<file path="config.mk">
export PLATFORM = sky130hd
export DESIGN_NAME = deco_frame_feeder_flat
export DESIGN_NICKNAME = d
export VERILOG_FILES = /design/src/rtl/deco_pkg.sv /design/src/rtl/deco_frame_feeder_if.sv /design/src/rtl/deco_frame_feeder.sv /design/src/flat_wrapper.sv
export SDC_FILE = /design/constraint.sdc
export NUM_CORES = 1
export LEC_CHECK = 0
export BUFFER_PORTS_ARGS = -buffer_cell sky130_fd_sc_hd__buf_2
export CAP_MARGIN = 20
export CORE_UTILIZATION = 45
export CTS_CLUSTER_DIAMETER = 50
export DETAILED_ROUTE_END_ITERATION = 12
export GPL_TIMING_DRIVEN = 0
export PLACE_DENSITY = 0.75
export SETUP_SLACK_MARGIN = 0.4
export SLEW_MARGIN = 20
export SYNTH_ARGS = -nofsm -noshare
export SYNTH_HDL_FRONTEND = slang
export SYNTH_SLANG_ARGS = --single-unit
</file>
<file path="constraint.sdc">
create_clock -name clk_p_i -period 3.5 [get_ports clk_p_i]
set_clock_uncertainty 0.2 [all_clocks]
set_input_delay 0.875 -clock clk_p_i [delete_from_list [all_inputs] [get_ports clk_p_i]]
set_output_delay 0.875 -clock clk_p_i [all_outputs]
set_load 0.02 [all_outputs]
</file>
<file path="src/rtl/deco_pkg.sv">
// Shared widths, FSM encoding and default watchdog limit for the Deco
// framing stage. The bench and the Deco model take their widths from here.
package deco_pkg;

  localparam int DECO_BEAT_W      = 21;
  localparam int DECO_BEATS       = 4;
  localparam int DECO_RES_W       = 5;
  localparam int DECO_FRAME_W     = DECO_BEAT_W * DECO_BEATS;
  localparam int DECO_CNT_W       = 16;
  localparam int DECO_TIMEOUT_CYC = 1024;

  // IDLE: waiting for a frame; LOAD: streaming beats; WAIT: waiting for done.
  typedef enum logic [1:0] {
    ST_IDLE = 2'd0,
    ST_LOAD = 2'd1,
    ST_WAIT = 2'd2
  } state_t;

endpackage

</file>
<file path="src/rtl/deco_frame_feeder_if.sv">
// Frame-in and result-out handshakes of deco_frame_feeder, plus the FSM
// state for observation.
//
// Handshake rule (both channels): a transfer happens on a rising clock edge
// where valid and ready are both high. The source holds valid and data stable
// until that edge; ready may depend combinationally on the sink's state.
interface deco_frame_feeder_if;
  import deco_pkg::*;

  logic                    frm_valid_i;
  logic                    frm_ready_o;
  logic [DECO_FRAME_W-1:0] frm_data_i;
  logic                    res_valid_o;
  logic                    res_ready_i;
  logic [DECO_RES_W-1:0]   res_data_o;
  logic                    res_timeout_o;
  state_t                  dbg_state_o;

  // Feeder side.
  modport master (
    input  frm_valid_i, frm_data_i, res_ready_i,
    output frm_ready_o, res_valid_o, res_data_o, res_timeout_o, dbg_state_o
  );

  // Frame producer / result consumer side.
  modport slave (
    output frm_valid_i, frm_data_i, res_ready_i,
    input  frm_ready_o, res_valid_o, res_data_o, res_timeout_o, dbg_state_o
  );

endinterface

</file>
<file path="src/rtl/deco_frame_feeder.sv">
// Serialises 84-bit codeword frames into four 21-bit beats for the Deco
// decoder, waits for done (guarded by a watchdog) and hands the decoded
// result downstream through a single-entry result register.
module deco_frame_feeder
  import deco_pkg::*;
#(
  parameter int BEAT_W      = DECO_BEAT_W,
  parameter int BEATS       = DECO_BEATS,
  parameter int RES_W       = DECO_RES_W,
  parameter int TIMEOUT_CYC = DECO_TIMEOUT_CYC
) (
  input  logic                  clk_p_i,
  input  logic                  reset_n_i,
  deco_frame_feeder_if.master   bus,
  output logic                  deco_start_o,
  output logic [BEAT_W-1:0]     deco_data_o,
  input  logic                  deco_done_i,
  input  logic [RES_W-1:0]      deco_res_i,
  output logic [DECO_CNT_W-1:0] frame_cnt_o
);

  localparam int FRAME_W = BEAT_W * BEATS;
  localparam int IDX_W   = (BEATS > 1) ? $clog2(BEATS) : 1;
  localparam int WCNT_W  = (TIMEOUT_CYC > 1) ? $clog2(TIMEOUT_CYC) : 1;
  localparam logic [IDX_W-1:0]  LAST_IDX = IDX_W'(BEATS - 1);
  localparam logic [WCNT_W-1:0] WCNT_TC  = WCNT_W'(TIMEOUT_CYC - 1);

  state_t                  state_q, state_d;
  logic [IDX_W-1:0]        idx_q, idx_d;
  logic [WCNT_W-1:0]       wcnt_q, wcnt_d;
  logic [FRAME_W-1:0]      frm_q, frm_d;
  logic                    start_q, start_d;
  logic [BEAT_W-1:0]       data_q, data_d;
  logic                    res_valid_q, res_valid_d;
  logic [RES_W-1:0]        res_data_q, res_data_d;
  logic                    res_to_q, res_to_d;
  logic [DECO_CNT_W-1:0]   cnt_q, cnt_d;

  logic             frm_ready;
  logic             frm_accept;
  logic             res_take;
  logic [IDX_W-1:0] idx_nxt;

  // A frame is only launched when the result slot is empty or is being
  // drained this same edge, so a done pulse always finds room.
  assign frm_ready  = (state_q == ST_IDLE) && (!res_valid_q || bus.res_ready_i);
  assign frm_accept = bus.frm_valid_i && frm_ready;
  assign res_take   = res_valid_q && bus.res_ready_i;
  assign idx_nxt    = idx_q + 1'b1;

  // Next-state and registered-output logic for the IDLE/LOAD/WAIT sequencer.
  always_comb begin
    state_d     = state_q;
    idx_d       = idx_q;
    wcnt_d      = wcnt_q;
    frm_d       = frm_q;
    start_d     = start_q;
    data_d      = data_q;
    res_valid_d = res_valid_q;
    res_data_d  = res_data_q;
    res_to_d    = res_to_q;
    cnt_d       = cnt_q;

    if (res_take) begin
      res_valid_d = 1'b0;
      res_data_d  = '0;
      res_to_d    = 1'b0;
    end

    case (state_q)
      ST_IDLE: begin
        if (frm_accept) begin
          frm_d   = bus.frm_data_i;
          idx_d   = '0;
          wcnt_d  = '0;
          start_d = 1'b1;
          data_d  = bus.frm_data_i[BEAT_W-1:0];
          state_d = ST_LOAD;
        end
      end
      ST_LOAD: begin
        // done is not looked at until the last beat is on the bus.
        idx_d  = idx_nxt;
        data_d = frm_q[int'(idx_nxt)*BEAT_W +: BEAT_W];
        if (idx_nxt == LAST_IDX) begin
          state_d = ST_WAIT;
        end
      end
      ST_WAIT: begin
        // done beats the watchdog when both land on the same edge.
        if (deco_done_i || (wcnt_q == WCNT_TC)) begin
          res_valid_d = 1'b1;
          res_data_d  = deco_done_i ? deco_res_i : '0;
          res_to_d    = !deco_done_i;
          cnt_d       = cnt_q + 1'b1;
          start_d     = 1'b0;
          data_d      = '0;
          idx_d       = '0;
          wcnt_d      = '0;
          state_d     = ST_IDLE;
        end else begin
          wcnt_d = wcnt_q + 1'b1;
        end
      end
      default: begin
        state_d = ST_IDLE;
      end
    endcase
  end

  // State and output registers; reset drops any in-flight frame silently.
  always_ff @(posedge clk_p_i) begin
    if (!reset_n_i) begin
      state_q     <= ST_IDLE;
      idx_q       <= '0;
      wcnt_q      <= '0;
      frm_q       <= '0;
      start_q     <= 1'b0;
      data_q      <= '0;
      res_valid_q <= 1'b0;
      res_data_q  <= '0;
      res_to_q    <= 1'b0;
      cnt_q       <= '0;
    end else begin
      state_q     <= state_d;
      idx_q       <= idx_d;
      wcnt_q      <= wcnt_d;
      frm_q       <= frm_d;
      start_q     <= start_d;
      data_q      <= data_d;
      res_valid_q <= res_valid_d;
      res_data_q  <= res_data_d;
      res_to_q    <= res_to_d;
      cnt_q       <= cnt_d;
    end
  end

  assign bus.frm_ready_o   = frm_ready;
  assign bus.res_valid_o   = res_valid_q;
  assign bus.res_data_o    = res_data_q;
  assign bus.res_timeout_o = res_to_q;
  assign bus.dbg_state_o   = state_q;
  assign deco_start_o      = start_q;
  assign deco_data_o       = data_q;
  assign frame_cnt_o       = cnt_q;

endmodule

</file>
<file path="src/flat_wrapper.sv">
// flat-port wrapper written by rule: the top's interface ports become plain ports
module deco_frame_feeder_flat import deco_pkg::*;
#(
  parameter int BEAT_W      = DECO_BEAT_W,
  parameter int BEATS       = DECO_BEATS,
  parameter int RES_W       = DECO_RES_W,
  parameter int TIMEOUT_CYC = DECO_TIMEOUT_CYC
)
  (clk_p_i, reset_n_i, deco_start_o, deco_data_o, deco_done_i, deco_res_i, frame_cnt_o, bus_frm_valid_i, bus_frm_data_i, bus_res_ready_i, bus_frm_ready_o, bus_res_valid_o, bus_res_data_o, bus_res_timeout_o, bus_dbg_state_o);
  deco_frame_feeder_if bus_i ();
  input  logic clk_p_i;
  input  logic reset_n_i;
  output logic deco_start_o;
  output logic [BEAT_W-1:0] deco_data_o;
  input  logic deco_done_i;
  input  logic [RES_W-1:0] deco_res_i;
  output logic [DECO_CNT_W-1:0] frame_cnt_o;
  input wire logic [$bits(bus_i.frm_valid_i)-1:0] bus_frm_valid_i;
  input wire logic [$bits(bus_i.frm_data_i)-1:0] bus_frm_data_i;
  input wire logic [$bits(bus_i.res_ready_i)-1:0] bus_res_ready_i;
  output wire logic [$bits(bus_i.frm_ready_o)-1:0] bus_frm_ready_o;
  output wire logic [$bits(bus_i.res_valid_o)-1:0] bus_res_valid_o;
  output wire logic [$bits(bus_i.res_data_o)-1:0] bus_res_data_o;
  output wire logic [$bits(bus_i.res_timeout_o)-1:0] bus_res_timeout_o;
  output wire logic [$bits(bus_i.dbg_state_o)-1:0] bus_dbg_state_o;
  assign bus_i.frm_valid_i = bus_frm_valid_i;
  assign bus_i.frm_data_i = bus_frm_data_i;
  assign bus_i.res_ready_i = bus_res_ready_i;
  assign bus_frm_ready_o = bus_i.frm_ready_o;
  assign bus_res_valid_o = bus_i.res_valid_o;
  assign bus_res_data_o = bus_i.res_data_o;
  assign bus_res_timeout_o = bus_i.res_timeout_o;
  assign bus_dbg_state_o = bus_i.dbg_state_o;
  deco_frame_feeder #(.BEAT_W(BEAT_W), .BEATS(BEATS), .RES_W(RES_W), .TIMEOUT_CYC(TIMEOUT_CYC)) u_core (.clk_p_i(clk_p_i), .reset_n_i(reset_n_i), .bus(bus_i), .deco_start_o(deco_start_o), .deco_data_o(deco_data_o), .deco_done_i(deco_done_i), .deco_res_i(deco_res_i), .frame_cnt_o(frame_cnt_o));
endmodule
</file>
* Yosys cells after proc, flatten, opt, wreduce, memory -nomap -nowiden
Index checks and enable logic that the tools add are counted.
** Operators by class
- Reduce and logical (&&, ||, !) cells :: 16
- $mul :: 1
- Multiplexer cells :: 25
- Shift-type cells :: 1
- Equality and inequality tests :: 7
- Add/subtract/negate cells :: 3
** Operators by type and width (number)
- variable part select 84 x 32 -> 21 bit :: 1
- case mux 21 bit (3 select lines) :: 1
- 2-to-1 mux 21 bit :: 2
- 2-to-1 mux 10 bit :: 2
- 2-to-1 mux 5 bit :: 4
- case mux 10 bit (2 select lines) :: 1
- adder 16 x 1 -> 16 bit (second input constant) :: 1
- case mux 2 bit (3 select lines) :: 2
- adder 10 x 1 -> 10 bit (second input constant) :: 1
- == test 10 bit (second input constant) :: 1
- AND reduction 3 bit :: 3
- 2-to-1 mux 1 bit :: 8
- 2-to-1 mux 2 bit :: 4
- multiplier 2 x 5 -> 7 bit (second input constant) :: 1
- inequality test 2 x 1 -> 1 bit (second input constant) :: 3
- AND reduction 2 bit :: 3
- == test 2 bit (second input constant) :: 2
- logical AND 1 bit :: 3
- nonzero test 3 bit :: 1
- adder 2 x 1 -> 2 bit (second input constant) :: 1
- == test 2 x 1 -> 1 bit (second input constant) :: 1
- zero test 1 bit :: 2
- zero test 2 bit :: 1
- logical OR 1 bit :: 2
- other kinds (2) :: 2
** Storage, ports and cells
- Word-level logic and storage cells :: 63
- Register bits after elaboration :: 143

* Depth between registers and ports, before layout
Gate-level depths: netlist (run 1).
- Word-level depth :: 6
- Gate-level depth with buffers :: 9
- Depth with buffers taken out :: 6

* Least setup slack after synthesis (run 1)
Ideal clock, no wire load.
- Path kind :: input-to-output
- Start :: input bus_res_ready_i
- End :: output bus_frm_ready_o
- Path buffers :: 0
- Cell stages on the path :: 2
- Arrival time :: 1.424 ns
- Setup slack :: 1.001 ns
- Cell sequence :: or2b_2 and2_1
** Between the ends
- Longest elaborated chain between the ends :: 2
** Ends and longest elaborated chain
- start, declared :: RTL line flat_wrapper.sv:20 : input wire logic [$bits(bus_i.res_ready_i)-1:0] bus_res_ready_i;
- logical OR 1 bit :: RTL line deco_frame_feeder.sv:46 : assign frm_ready = (state_q == ST_IDLE) && (!res_valid_q || bus.res_ready_i);
- logical AND 1 bit :: RTL line deco_frame_feeder.sv:46
- end, declared :: RTL line flat_wrapper.sv:21 : output wire logic [$bits(bus_i.frm_ready_o)-1:0] bus_frm_ready_o;
No other way between the ends.

* Worst setup path in the final report (run 1)
Ends and elaborated chain as after synthesis.

==> results of run 1 <==
kinds of logic after synthesis:
logic type,count (synthesis)
adder cells (fa/ha/maj),8
buffers and inverters,65
AND/OR/NAND/NOR,299
AO/OA/AOI/OAI,182
flip-flops,143
XOR/XNOR,1
multiplexers,76
report_power, final:
group          leakage [nW]  internal [mW]  switching (mW)
combinational          1.81          0.472           0.751
clock                 0.286           1.05           0.698
sequential             1.17           1.82          0.0990
cell type report:
| type | count | area [µm²] |
|---|---|---|
| plain buffers | 55 | 295 |
| clock buffers | 19 | 443 |
| clock inverters | 13 | 121 |
| fillers | 1292 | 6010 |
| inverters | 10 | 37.5 |
| multi-input cells | 566 | 3300 |
| flip-flops and latches | 143 | 2860 |
| well taps | 180 | 225 |
| repair buffers | 140 | 701 |
flip-flops by register name, indices dropped and copies added, names as in the netlist:
| name | flops |
|---|---|
| u_core.wcnt_q | 10 |
| u_core.deco_start_o | 1 |
| u_core.bus.res_timeout_o | 1 |
| u_core.bus.res_data_o | 5 |
| u_core.idx_q | 2 |
| u_core.deco_data_o | 21 |
| u_core.frame_cnt_o | 16 |
| u_core.bus.dbg_state_o | 2 |
| u_core.frm_q | 84 |
| u_core.bus.res_valid_o | 1 |
per-stage QoR:
step	power, mW	setup WS [ps]	area [µm²]	cells
floorplan	2.79	1000	6490	774
global placement	3.14	672	7420	1094
detailed placement	3.16	686	7420	1094
CTS	4.89	744	7980	1126
global route	5.11	728	7980	1126
finish	4.89	740	7980	1126
per-layer routing:
metal	track usage, %	vias to the layer above	wire [µm]
li1	-	2993	-
met1	33.6	2750	8190
met2	37.0	204	7820
met3	5.57	21	1340
met4	7.09	0	242
met5	0	-	0
worst max path at each step:
| stage | end | slack [ps] | cells past startpoint |
|---|---|---|---|
| floorplan | bus_frm_ready_o | 1000 | 2 |
| global placement | u_core.frm_q[40]$_SDFFE_PN0P_ | 670 | 7 |
| detailed placement | u_core.frm_q[39]$_SDFFE_PN0P_ | 690 | 7 |
| CTS | bus_frm_ready_o | 740 | 4 |
| global route | bus_frm_ready_o | 730 | 4 |
| finish | bus_frm_ready_o | 740 | 4 |
worst register-to-register path: stages (launching register included):
cell and delay, ps:
dfxtp_1 300, buf_2 220, buf_6 210, inv_1 80, ha_1 300, nand3b_1 150, clkbuf_1 430, o22ai_1 170
o21ai_0 270, mux2i_1 110
synthesized netlist by cell type, drive strengths merged, types with 2 or more instances:
| master | instances | area, µm² |
|---|---|---|
| o22ai | 21 | 131 |
| and3 | 5 | 36.3 |
| nand3b | 2 | 15.0 |
| a22o | 5 | 43.8 |
| nor4 | 5 | 46.3 |
| a31oi | 2 | 18.8 |
| buf | 20 | 148 |
| mux2i | 76 | 761 |
| nand2 | 217 | 815 |
| clkbuf | 32 | 120 |
| a21oi | 102 | 510 |
| dfxtp | 143 | 2860 |
| and2 | 3 | 20.0 |
| o21bai | 2 | 15.0 |
| dlygate4sd1 | 2 | 17.5 |
| o21ai | 31 | 155 |
| nand2b | 9 | 56.3 |
| ha | 8 | 100 |
| o31ai | 8 | 60.1 |
| o2111ai | 4 | 35.0 |
| and4 | 2 | 20.0 |
| nor2b | 4 | 25.0 |
| nor2 | 6 | 22.5 |
| nand3 | 8 | 40.0 |
| inv | 10 | 37.5 |
| and2b | 18 | 145 |
| or3 | 8 | 51.3 |
| or4 | 6 | 45.0 |
| nand4 | 4 | 25.0 |
==> summary.txt, run 1 <==
Power and ir drop
  – Pwr Density: 613 nW/µm²
  – Lkg Pwr: 3.27 nW
  – Worst vdd ir: 0.000370 V

GRT
  – Gr usage total: 24.1%
  – First-pass GRT wire length: 27.5 mm
  – Vias in the first global route: 5,450
  – Pin count of the biggest net entering global routing: 17
  – Initial antenna violation count: 0
  – Overflow after GRT: 0

Setup path
  – CP Cell Sequence: buf_2 > or2b_2 > and2_1 > buf_2
  – CP startpoint kind: input port
  – Reg2reg setup slack: 940 ps
  – Worst Reg-to-Reg Cells: 9
  – CP max stage cell: or2b_2
  – Crit. End Element: output port
  – Reg2reg start: u_core.idx_q[0]$_SDFFE_PN0P_
  – Bufs and invs on worst path: 2
  – Worst path most repeated cell: buf_2
  – Arr. time, crit path: 1690 ps
  – Worst-path fanout max: 6
  – Slowest Stage Delay on Critical Path: 350 ps
  – Reg-to-Reg End: u_core.deco_data_o[15]$_SDFFE_PN0P_
  – CP Launch Point: bus_res_ready_i
  – Delay-heaviest family, CP: simple AND/OR/NAND/NOR gates
  – Worst EP required: 2420 ps
  – Crit path kind: input port to output port

Floorplan
  – Die ar.: 14,900 µm²
  – Core Area: 14,000 µm²
  – I/O pins: 142
  – Effective utilization at floorplan: 46.4%
  – Cell Rows: 43
  – Die height: 122 µm
  – Die X-Extent: 122 µm

Route
  – Vias: 5,968
  – Post-DRT Antenna Nets: 0
  – Initial DRC count: 455
  – WL final: 17.6 mm
  – Drt pass-1 iters: 6
  – DRC Markers: 0
  – WL per Instance: 15.6 µm
  – Via density: 5.30

Run
  – Max Cap Viol: 0

Clock tree
  – CTS buffer count: 17
  – Clk sinks: 143
  – CTS clk-pin slew, worst paths: 60 ps
  – Post-CTS Setup Inserts: 0
  – Clk root buf: clkbuf_16
  – CTS tree: built
  – Post-cts resize count: 0
  – Deepest level of the CTS H-tree: 4
  – Clock buffer depth: 2
  – Hold_buf cts: 0
  – Clock Latency Late Sink: 430 ps

Synthesis
  – Post-synth EDFFs: 0
  – Mapped cell area: 6490 µm²
  – Synth Area in Adders: 1.54%
  – Largest family of logic cells by synthesized area: simple AND/OR/NAND/NOR gates
  – Unique masters post-synth: 50
  – Syn_nets: 876
  – Mapped Cells: 774
  – Synth Area in Simple Gates: 21.3%
  – Yosys reg bits: 143
  – Top_reg_cell synth: dfxtp_1
  – Sequential fraction of the synthesis area: 44.1%
  – Post-synthesis mux area share: 11.7%
  – Asr flop ratio synth: 0%
  – Synth warn: 0
  – Syn avg cell area: 8.39 µm²
  – Synth Area in Compound Gates: 16.1%
  – Post-Synth XOR/XNOR Area: 0.135%

Layout
  – Commonest non-fill, non-tap cell in the layout: nand2_1
  – Core Util, Final: 57.1%
  – Commonest cells after routing, fill and taps aside: nand2_1, buf_2, dfxtp_1
  – Layout Nets: 1,035
  – Layout cells sized above 1: 21.5%
  – Layout area overhead: 23.0%
  – N_diodes: 0

Hold path
  – Hold EP: u_core.frm_q[27]$_SDFFE_PN0P_
  – Hold path start: u_core.frm_q[27]$_SDFFE_PN0P_
  – Hold Crit Class: register to register
  – Depth of the worst hold-timing path: 2

Place
  – Gpl congestion: 0.841
  – Post-DP HPWL: 12.8 mm
  – Port Buf Inserts: 140

STA
  – Slew Limit Headroom: 62.4%
  – Final worst path period need: 2760 ps
  – Max-slew violation count: 0
  – Tcrit/Tclk final: 78.9%
  – Slew @ Worst Pin: 565 ps
  – Final hold slack: 251 ps
  – Setup violators final: 0
  – Hold Vio Cnt, Final: 0
  – Unrepaired setup endpoints after global routing: no
  – Final setup TNS: 0 ps
  – Fmax: 362 MHz

Outcome
  – Status: finished clean
No activity file was read; power rests on OpenSTA's default activity.
==> inputs of run 2 (changes only) <==
clock period = 2.7 ns   (was 3.5 ns; I/O delays follow)
==> run 2 against run 1 <==
Against the previous run:
- cell area increased by 1.1%
- die area unchanged
- sequential share of layout area decreased by 0.37 points
- wire length increased by 0.27%
- clock-buffer cell count unchanged
- power increased by 30%
- critical path type is now register to output port
==> summary.txt, run 2 (synthesis gave the netlist of run 1 again) <==
Outcome
  – Status: finished clean

GRT
  – Pin count of the biggest net entering global routing: 17 (unchanged)
  – Overflow after GRT: 0 (unchanged)
  – Vias in the first global route: 5,459 (+0.17%)
  – Met1 Use GR: 33.6% (-0.088 points)
  – Initial antenna violation count: 0 (unchanged)
  – First-pass GRT wire length: 27.5 mm (about the same)
  – GR Util met3: 5.57% (unchanged)
  – Gr busiest metal: met2
  – Gr usage total: 24.1% (about the same)
  – Met2 Use GR: 37.1% (+0.18 points)

Route
  – Post-DRT Antenna Nets: 0 (unchanged)
  – Via density: 5.28 (-0.33%)
  – WL per Instance: 15.6 µm (about the same)
  – WL final: 17.6 mm (+0.27%)
  – DRC Markers: 0 (unchanged)
  – Drt pass-1 iters: 5 (-1)
  – Vias: 5,964 (-0.067%)
  – Initial DRC count: 435 (-4.4%)

Layout
  – Layout cells sized above 1: 23.4% (+1.9 points)
  – Final Instance Area: 8070 µm² (+1.1%)
  – Commonest non-fill, non-tap cell in the layout: nand2_1
  – Commonest cells after routing, fill and taps aside: nand2_1, buf_2, dfxtp_1
  – Reg with most FFs: u_core.frm_q
  – Layout area overhead: 24.3%
  – Max reg flops: 84 (unchanged)
  – Fillers: 1,277 (-1.2%)
  – Layout Nets: 1,038 (+0.29%)
  – Finished Layout Cells: 1,129 (+0.27%)
  – N_diodes: 0 (unchanged)

Clock tree
  – CTS tree: built
  – Clock buffer depth: 2 (unchanged)
  – Deepest level of the CTS H-tree: 4 (unchanged)
  – CTS clk-pin slew, worst paths: 60 ps (about the same)
  – Clk root buf: clkbuf_16
  – CTS buffer count: 17 (unchanged)
  – Hold_buf cts: 0 (unchanged)
  – Clk sinks: 143 (unchanged)
  – Clock Latency Late Sink: 420 ps (about the same)

Place
  – Post-DP HPWL: 12.8 mm (unchanged)
  – Dpl cells: 1,094 (unchanged)
  – Setup WS pre-CTS: 85.9 ps (-600 ps)
  – Post-place instance area: 7420 µm² (unchanged)
  – Gpl congestion: 0.841 (unchanged)
  – Port Buf Inserts: 140 (unchanged)

Hold path
  – Hold EP: u_core.frm_q[27]$_SDFFE_PN0P_
  – Hold Crit Class: register to register
  – Depth of the worst hold-timing path: 2 (unchanged)
  – Hold path start: u_core.frm_q[27]$_SDFFE_PN0P_

Setup path
  – CP max stage cell: dfxtp_1
  – Reg2reg start: u_core.idx_q[0]$_SDFFE_PN0P_
  – Crit path kind: register to output port
  – CP startpoint kind: register
  – Crit. End Element: output port
  – Worst-path fanout max: 6 (unchanged)
  – Reg2reg setup slack: 500 ps (-440 ps)
  – Worst Reg-to-Reg Cells: 9 (unchanged)
  – CP Cell Sequence: or2b_4 > and2_1 > buf_2
  – Worst EP required: 1820 ps (-600 ps)
  – Reg-to-Reg End: u_core.deco_data_o[15]$_SDFFE_PN0P_
  – Arr. time, crit path: 1390 ps (-300 ps)
  – Slowest Stage Delay on Critical Path: 330 ps (-20 ps)

Power and ir drop
  – Worst vdd ir: 0.000474 V (+28%)
  – Seq pwr share: 39.0% (-0.2 points)
  – Pwr Density: 791 nW/µm² (+29%)
  – Clock network power share: 35.5% (-0.3 points)
  – Switching share of power: 31.5% (-0.14 points)
  – Logic gate share of total power: 25.5% (+0.5 points)
  – Switching pwr: 2.01 mW (+30%)
  – Internal cell power: 4.37 mW (+31%)
  – Lkg Pwr: 3.32 nW (+1.5%)

STA
  – Max-slew violation count: 0 (unchanged)
  – Slew @ Worst Pin: 555 ps (-9.78 ps)
  – Hold Vio Cnt, Final: 0 (unchanged)
  – Final WS setup: 431 ps (-309 ps)
  – Unrepaired setup endpoints after global routing: no
  – Slew Limit Headroom: 63.0% (+0.65 points)
  – Setup violators final: 0 (unchanged)
  – Tcrit/Tclk final: 84.0%
  – Final setup TNS: 0 ps (unchanged)
  – Final worst path period need: 2270 ps
  – Fmax: 441 MHz

Floorplan
  – Effective utilization at floorplan: 46.4% (unchanged)
  – Core Area: 14,000 µm² (unchanged)
  – I/O pins: 142 (unchanged)
  – Die X-Extent: 122 µm (unchanged)
  – Die ar.: 14,900 µm² (unchanged)
  – Die height: 122 µm (unchanged)
  – Cell Rows: 43 (unchanged)

Run
  – Max Cap Viol: 0 (unchanged)
==> run 2: changes by cell type in the layout (fill, tap and decap cells not counted), moves of 2 or more <==
cell,previous run,this run
clkbuf_2,0,5
clkbuf_1,33,24
inv_1,10,7
dfxtp_1,143,141
buf_4,0,4
dfxtp_2,0,2
inv_2,0,2
==> run 2: power by group through the flow <==
| stage | sequential [mW] | combinational (mW) | clock, mW |
|---|---|---|---|
| floorplan | 2.60 | 1.02 | 0 |
| global placement | 2.52 | 1.55 | 0 |
| detailed placement | 2.53 | 1.57 | 0 |
| CTS | 2.49 | 1.60 | 2.27 |
| global route | 2.52 | 1.78 | 2.38 |
| finish | 2.49 | 1.63 | 2.27 |
==> run 2: how the worst max path moves through the flow <==
stage                                            from  slack (ps)  depth (start not counted)                             endpoint
6_report            u_core.bus.res_valid_o$_SDFF_PN0_         430                          3                      bus_frm_ready_o
5_1_grt                  u_core.idx_q[0]$_SDFFE_PN0P_         400                          9  u_core.deco_data_o[15]$_SDFFE_PN0P_
4_1_cts                  u_core.idx_q[0]$_SDFFE_PN0P_         390                          9  u_core.deco_data_o[15]$_SDFFE_PN0P_
3_5_place_dp                          bus_res_ready_i          90                          7        u_core.frm_q[39]$_SDFFE_PN0P_
3_3_place_gp                          bus_res_ready_i          70                          7        u_core.frm_q[40]$_SDFFE_PN0P_
2_1_floorplan  u_core.bus.dbg_state_o[0]$_SDFFE_PN0P_         440                          9  u_core.deco_data_o[11]$_SDFFE_PN0P_
==> run 2: layout make-up <==
class                   instances  area (µm²)  area share (%)
well taps                     180         225            2.79
flip-flops and latches        143        2870            35.5
clock inverters                13         121            1.50
clock buffers                  19         443            5.49
inverters                      10        41.3           0.511
repair buffers                143         723            8.96
multi-input cells             566        3330            41.2
plain buffers                  55         328            4.06
==> run 2: metal layers <==
| layer | routed length, µm | share of wire, % |
|---|---|---|
| met4 | 248 | 1.4 |
| met2 | 7850 | 44 |
| met5 | 0 | 0 |
| met3 | 1310 | 7.4 |
| met1 | 8240 | 47 |
==> run 2: worst max-delay path, delay by kind of cell, from the launching register on <==
kind	cells	cell delay [ps]
buf+inv	1	160
simple gates	2	480
flops	1	330
==> run 2: timing repair <==
| item | 4_1_cts | 5_1_grt |
|---|---|---|
| setup buffers | 2 | 1 |
| hold endpoints to repair | 0 | 0 |
| endpoints found under the setup margin | 83 | 78 |
| gates resized for setup | 14 | 20 |
| pin swaps | 1 | 1 |
==> run 2: stage by stage <==
stage                     utilization (%)  hold slack, ps  power [mW]
after floorplan                         -             236        3.62
after global routing                 57.7             262        6.68
after CTS                            57.4             254        6.36
final                                57.7             252        6.39
after global placement               53.0             241        4.07
after detailed placement             53.0             246        4.09
